## src/rtl/saida_pwm_defuzzy.sv

```systemverilog
// rtl/saida_pwm_defuzzy.sv - slew-limited PWM actuator stage fed by the defuzzifier crisp output
module saida_pwm_defuzzy #(
  parameter int PASSO_MAX = 16,
  parameter int PRESCALER = 4
) (
  input  logic       clk_0,
  input  logic       Srst,
  input  logic       Amostra_en,
  input  logic [7:0] Saida_defuzzy,
  output logic       PWM_out,
  output logic [7:0] Duty_atual,
  output logic       Nova_amostra,
  output logic       Saturado
);

  localparam int PW = (PRESCALER > 1) ? $clog2(PRESCALER) : 1;
  localparam logic [PW-1:0]     PRE_LAST = PW'(PRESCALER - 1);
  localparam logic signed [8:0] PASSO_S  = 9'(PASSO_MAX);
  localparam logic [7:0]        PASSO_U  = 8'(PASSO_MAX);

  logic [PW-1:0]     pre;
  logic [7:0]        cnt;
  logic [7:0]        alvo;
  logic              pendente;
  logic              tick;
  logic              fronteira;
  logic signed [8:0] diff;
  logic [7:0]        duty_next;
  logic              sat_next;

  assign tick      = (pre == PRE_LAST);
  assign fronteira = tick && (cnt == 8'hFF);

  // Step toward the target by at most PASSO_MAX; a saturated step can never
  // cross the target, so the result always stays inside 0..255.
  always_comb begin
    diff      = $signed({1'b0, alvo}) - $signed({1'b0, Duty_atual});
    duty_next = alvo;
    sat_next  = 1'b0;
    if (diff > PASSO_S) begin
      duty_next = Duty_atual + PASSO_U;
      sat_next  = 1'b1;
    end else if (diff < -PASSO_S) begin
      duty_next = Duty_atual - PASSO_U;
      sat_next  = 1'b1;
    end
  end

  always_ff @(posedge clk_0) begin
    if (!Srst) begin
      pre          <= '0;
      cnt          <= '0;
      alvo         <= '0;
      pendente     <= 1'b0;
      Duty_atual   <= '0;
      PWM_out      <= 1'b0;
      Nova_amostra <= 1'b0;
      Saturado     <= 1'b0;
    end else begin
      Nova_amostra <= 1'b0;
      pre          <= tick ? '0 : pre + 1'b1;
      if (tick) begin
        cnt <= cnt + 8'd1;
      end
      PWM_out <= (cnt < Duty_atual);
      if (fronteira) begin
        Duty_atual   <= duty_next;
        Saturado     <= sat_next;
        Nova_amostra <= pendente;
        pendente     <= 1'b0;
      end
      // A strobe on the boundary edge wins over the clear so it is applied next period.
      if (Amostra_en) begin
        alvo     <= Saida_defuzzy;
        pendente <= 1'b1;
      end
    end
  end

endmodule

```

## config.mk

```make
export PLATFORM = sky130hd
export DESIGN_NAME = saida_pwm_defuzzy
export DESIGN_NICKNAME = d
export VERILOG_FILES = /design/src/rtl/saida_pwm_defuzzy.sv
export SDC_FILE = /design/constraint.sdc
export NUM_CORES = 1
export LEC_CHECK = 0
export ABC_AREA = 1
export CELL_PAD_IN_SITES_DETAIL_PLACEMENT = 2
export CELL_PAD_IN_SITES_GLOBAL_PLACEMENT = 2
export CORE_ASPECT_RATIO = 2
export CORE_MARGIN = 5
export CORE_UTILIZATION = 29
export DETAILED_ROUTE_END_ITERATION = 8
export PLACE_DENSITY = 0.8
export SYNTH_ARGS = -nofsm -noshare
export SYNTH_HDL_FRONTEND = slang
export SYNTH_SLANG_ARGS = --single-unit
```

## constraint.sdc

```tcl
create_clock -name clk_0 -period 2.1 [get_ports clk_0]
set_input_delay 0.315 -clock clk_0 [delete_from_list [all_inputs] [get_ports clk_0]]
set_output_delay 0.315 -clock clk_0 [all_outputs]
set_load 0.02 [all_outputs]
```

==> impl_results.html <==
<table>
<tr><th>Metric</th><th>Value</th></tr>
<tr><th colspan="2">Timing</th></tr>
<tr><td>Setup Viol. Count Final</td><td>9</td></tr>
<tr><td>Post-layout min period</td><td>2.35 ns</td></tr>
<tr><td>Achievable Freq</td><td>roughly 430 MHz</td></tr>
<tr><td>Number of pins exceeding their max-slew limit in the final report</td><td>0</td></tr>
<tr><td>Worst Max-Slew Pin Slew</td><td>0.542 ns</td></tr>
<tr><td>Total count of hold-check failures in the final report</td><td>0</td></tr>
<tr><td>Final setup margin</td><td>-0.247 ns</td></tr>
<tr><td>Slew headroom</td><td>0.639</td></tr>
<tr><td>Fin crit share</td><td>1.12</td></tr>
<tr><td>WHS</td><td>between 0.4 and 0.5 ns</td></tr>
<tr><td>Largest clock skew in the final design</td><td>0.00698 ns</td></tr>
<tr><td>RSZ-0062 raised after global routing</td><td>yes</td></tr>
<tr><td>Post-Route Setup TNS</td><td>-1.68 ns</td></tr>
<tr><th colspan="2">Cells and area</th></tr>
<tr><td>Antenna diode count</td><td>0</td></tr>
<tr><td>Post-route design area</td><td>0.00291 mm²</td></tr>
<tr><td>Area added between synthesis and finish</td><td>43.4%</td></tr>
<tr><td>Core Util, Final</td><td>0.423</td></tr>
<tr><td>Fraction of final layout cells sized beyond drive strength 1</td><td>0.310</td></tr>
<tr><td>Count of fill cells added during filler insertion</td><td>roughly 840</td></tr>
<tr><td>Number of nets in the final layout</td><td>around 380</td></tr>
<tr><th colspan="2">Logic synthesis</th></tr>
<tr><td>Proportion of synthesized flip-flops having asynchronous set or reset</td><td>0</td></tr>
<tr><td>Top FF cell, synth</td><td>sky130_fd_sc_hd__dfxtp_1</td></tr>
<tr><td>Post-Synthesis Mean Instance Area</td><td>7.00 µm²</td></tr>
<tr><td>Yosys top cell by area</td><td>sky130_fd_sc_hd__dfxtp_1</td></tr>
<tr><td>Yosys warns</td><td>0</td></tr>
<tr><td>Number of synthesized flops with an enable pin</td><td>0</td></tr>
<tr><td>Cell variety after synth</td><td>35</td></tr>
<tr><td>Number of instances in the synthesized netlist</td><td>290</td></tr>
<tr><td>Biggest area contributors in the synthesized netlist</td><td>sky130_fd_sc_hd__dfxtp_1 30%, sky130_fd_sc_hd__ha_1 12%, sky130_fd_sc_hd__nand2_1 11%, sky130_fd_sc_hd__inv_1 7.6%, sky130_fd_sc_hd__nor2_1 6.3%</td></tr>
<tr><td>Top cell type's share of synthesized area</td><td>0.296</td></tr>
<tr><td>Sequential element share of the synthesized area</td><td>0.296</td></tr>
<tr><td>Syn nets</td><td>321</td></tr>
<tr><td>Synthesized area</td><td>~0.0020 mm²</td></tr>
<tr><td>Post-synthesis register bit count</td><td>30</td></tr>
<tr><th colspan="2">Clocking</th></tr>
<tr><td>CTS Root Cell</td><td>sky130_fd_sc_hd__clkbuf_16</td></tr>
<tr><td>H-tree depth</td><td>2</td></tr>
<tr><td>Clock slew seen by the registers of the worst setup and hold paths</td><td>roughly 0.05 ns</td></tr>
<tr><td>Clock Sink Count</td><td>30</td></tr>
<tr><td>Buffer levels on the longest clock path</td><td>2</td></tr>
<tr><td>Clock buffer count from CTS</td><td>5</td></tr>
<tr><td>Number of buffers inserted by hold repair at cts</td><td>0</td></tr>
<tr><td>Clock latency on the worst-skew pair</td><td>approximately 0.28 ns</td></tr>
<tr><td>CTS tree</td><td>built</td></tr>
<tr><th colspan="2">Detailed routing</th></tr>
<tr><td>1st-iter DRT viols</td><td>56</td></tr>
<tr><td>Drt wl/cell</td><td>18.4 µm</td></tr>
<tr><td>Total detailed-routing wirelength</td><td>slightly above 8 mm</td></tr>
<tr><td>Vias after detailed routing</td><td>2156</td></tr>
<tr><td>Via density</td><td>between 4 and 5</td></tr>
<tr><td>Antenna-violating nets left</td><td>0</td></tr>
<tr><td>Total DRC errors in the routed layout</td><td>0</td></tr>
<tr><td>Detailed Routing Iterations Pass 1</td><td>4</td></tr>
<tr><th colspan="2">Floorplan</th></tr>
<tr><td>Standard-cell rows</td><td>43</td></tr>
<tr><td>Initial standard-cell utilization of the core</td><td>0.295</td></tr>
<tr><td>Number of I/O pins</td><td>22</td></tr>
<tr><td>Die W</td><td>69.2 µm</td></tr>
<tr><td>Die outline area</td><td>0.00887 mm²</td></tr>
<tr><td>Die H</td><td>128 µm</td></tr>
<tr><td>CORE AREA</td><td>0.00689 mm²</td></tr>
<tr><th colspan="2">Global route</th></tr>
<tr><td>Number of global-route vias before repair</td><td>2478</td></tr>
<tr><td>Number of antenna violations at the first check in global routing</td><td>0</td></tr>
<tr><td>Overflow after GRT</td><td>0</td></tr>
<tr><td>Total routing usage reported by global routing</td><td>0.183</td></tr>
<tr><td>Largest net degree at the start of global routing</td><td>18</td></tr>
<tr><td>First-pass GRT wire length</td><td>about 13 mm</td></tr>
<tr><th colspan="2">Worst hold path</th></tr>
<tr><td>Beginning of the worst hold path</td><td>pre[0]</td></tr>
<tr><td>End point of the worst hold path</td><td>pre[0]</td></tr>
<tr><td>Min-delay worst type</td><td>reg -&gt; reg</td></tr>
<tr><td>Number of cells on the worst hold path</td><td>1</td></tr>
<tr><th colspan="2">Setup path</th></tr>
<tr><td>Launch point of the worst reg-to-reg path</td><td>alvo[0]</td></tr>
<tr><td>Worst setup path category</td><td>reg -&gt; reg</td></tr>
<tr><td>Crit Reg-Reg Endpoint</td><td>Duty_atual[5]</td></tr>
<tr><td>Worst Reg2Reg Path Length in Cells</td><td>16</td></tr>
<tr><td>Critical path peak fanout</td><td>3</td></tr>
<tr><td>Arrival time reported for the critical path endpoint</td><td>2.48 ns</td></tr>
<tr><td>Required time at the worst-slack endpoint</td><td>2.24 ns</td></tr>
<tr><td>Kind of launch point of the worst setup path</td><td>flop</td></tr>
<tr><td>Reg2Reg Setup Slack</td><td>-0.25 ns</td></tr>
<tr><td>Critical Path End Type</td><td>flop</td></tr>
<tr><th colspan="2">Placed design</th></tr>
<tr><td>DP Area</td><td>0.00256 mm²</td></tr>
<tr><td>Placer's final routability congestion estimate</td><td>0.768</td></tr>
<tr><td>Post-detailed-placement half-perimeter wirelength</td><td>5.67 mm</td></tr>
<tr><td>Number of I/O port buffers</td><td>21</td></tr>
<tr><th colspan="2">Power</th></tr>
<tr><td>Pwr Total</td><td>1.81 mW</td></tr>
<tr><td>Worst IR drop on VDD</td><td>0.000632 V</td></tr>
<tr><td>Leakage power</td><td>1.38 nW</td></tr>
<tr><td>Total power divided by cell area</td><td>623 mW/mm²</td></tr>
<tr><th colspan="2">Job</th></tr>
<tr><td>Number of maximum-capacitance constraint violations</td><td>0</td></tr>
<tr><th colspan="2">Status</th></tr>
<tr><td>Run status</td><td>finished, violations left</td></tr>
<tr><td>Violated checks</td><td>setup timing</td></tr>
</table>
-- cell families after synthesis --
kind of cell | synth area share
adders and majority gates | 0.127
xor gates and xnor gates | 0.0216
and+or+nand+nor | 0.360
DFF | 0.296
AOI/OAI and AO/OA | 0.102
buffers and inverters | 0.0931
-- final cells by class --
type | count | area (µm²) | area share
well taps | 90 | 113 | 0.0387
inverters | 46 | 173 | 0.0593
clock inverters | 2 | 12.5 | 0.00430
multi-input cells | 211 | 1370 | 0.469
flip-flops and latches | 30 | 608 | 0.209
clock buffers | 6 | 139 | 0.0477
repair buffers | 57 | 500 | 0.172
-- Yosys cell counts, types with 2 or more instances --
master / instances
sky130_fd_sc_hd__nand2_1: 61
sky130_fd_sc_hd__inv_1: 41
sky130_fd_sc_hd__nor2_1: 34
sky130_fd_sc_hd__dfxtp_1: 30
sky130_fd_sc_hd__nand3_1: 24
sky130_fd_sc_hd__ha_1: 19
sky130_fd_sc_hd__a21oi_1: 16
sky130_fd_sc_hd__o21ai_0: 12
sky130_fd_sc_hd__nor3_1: 9
sky130_fd_sc_hd__nor2_2: 4
sky130_fd_sc_hd__xor2_1: 4
sky130_fd_sc_hd__clkbuf_1: 3
sky130_fd_sc_hd__inv_2: 3
sky130_fd_sc_hd__nand2_2: 3
sky130_fd_sc_hd__clkinv_1: 2
sky130_fd_sc_hd__nand2_4: 2
sky130_fd_sc_hd__nand3_2: 2
sky130_fd_sc_hd__nand3_4: 2
sky130_fd_sc_hd__o211ai_1: 2
sky130_fd_sc_hd__or2_4: 2
-- worst max-delay path, cell delays in order, from the launching register on --
cell                      delay (ns)
sky130_fd_sc_hd__dfxtp_2        0.33
sky130_fd_sc_hd__inv_2          0.05
sky130_fd_sc_hd__ha_4           0.17
sky130_fd_sc_hd__fa_2           0.40
sky130_fd_sc_hd__inv_2          0.11
sky130_fd_sc_hd__nand2_2        0.06
sky130_fd_sc_hd__nand2_2        0.08
sky130_fd_sc_hd__nand3_1        0.09
sky130_fd_sc_hd__nand2_2        0.08
sky130_fd_sc_hd__inv_1          0.06
sky130_fd_sc_hd__nor2_2         0.12
sky130_fd_sc_hd__nand2_2        0.10
sky130_fd_sc_hd__buf_12         0.14
sky130_fd_sc_hd__nand3_1        0.11
sky130_fd_sc_hd__nand3_1        0.12
sky130_fd_sc_hd__nand2_1        0.11
sky130_fd_sc_hd__a21oi_1        0.06
-- stage by stage --
| stage | instances | worst slack [ns] |
|---|---|---|
| final | 442 | -0.247 |
| after global routing | 442 | -0.386 |
| after CTS | 438 | -0.151 |
| after detailed placement | 426 | -0.234 |
| after global placement | 426 | -0.115 |
| after floorplan | 290 | 0.0262 |
-- sequential cells by signal (all words and copies together), names as in the netlist --
name,flops
Duty_atual,8
Nova_amostra,1
PWM_out,1
Saturado,1
alvo,8
cnt,8
pendente,1
pre,2
-- where the power goes --
| group | switching [mW] | leakage (nW) | internal, mW |
|---|---|---|---|
| sequential | 0.0150 | 0.248 | 0.591 |
| clock | 0.276 | 0.0729 | 0.469 |
| combinational | 0.275 | 1.06 | 0.188 |
-- layout by cell type, fill, tap and decap left out, types with 6 or more instances in the layout --
master | Yosys | layout
sky130_fd_sc_hd__a21oi_1 | 16 | 14
sky130_fd_sc_hd__buf_4 | 0 | 33
sky130_fd_sc_hd__clkdlybuf4s50_1 | 0 | 21
sky130_fd_sc_hd__dfxtp_1 | 30 | 24
sky130_fd_sc_hd__dfxtp_2 | 0 | 6
sky130_fd_sc_hd__ha_1 | 19 | 17
sky130_fd_sc_hd__inv_1 | 41 | 38
sky130_fd_sc_hd__inv_2 | 3 | 8
sky130_fd_sc_hd__nand2_1 | 61 | 48
sky130_fd_sc_hd__nand2_2 | 3 | 16
sky130_fd_sc_hd__nand3_1 | 24 | 19
sky130_fd_sc_hd__nand3_2 | 2 | 8
sky130_fd_sc_hd__nor2_1 | 34 | 27
sky130_fd_sc_hd__nor2_2 | 4 | 10
sky130_fd_sc_hd__nor3_1 | 9 | 9
sky130_fd_sc_hd__o21ai_0 | 12 | 12
-- how the worst max path moves through the flow --
stage                         end          start
floorplan           Duty_atual[4]  Duty_atual[3]
global placement    Duty_atual[0]        alvo[0]
detailed placement  Duty_atual[4]        alvo[0]
CTS                 Duty_atual[4]        alvo[0]
global route        Duty_atual[2]        alvo[0]
finish              Duty_atual[5]        alvo[0]
-- metal layers --
layer | GRT usage | vias up | routed length (µm)
met4 | 0.0863 | 0 | 284
li1 | - | 1056 | -
met3 | 0.0220 | 16 | 88
met2 | 0.380 | 23 | 4920
met5 | 0 | - | 0
met1 | 0.170 | 1061 | 2850
-- what timing repair did --
action                                  4_1_cts  5_1_grt
endpoints found under the setup margin        9        9
resized for setup                            15       27
pin swaps                                    11       19
gates cloned                                  1        0
setup buffers                                 3        4
Note: power is estimated with default switching activity, not from simulation.
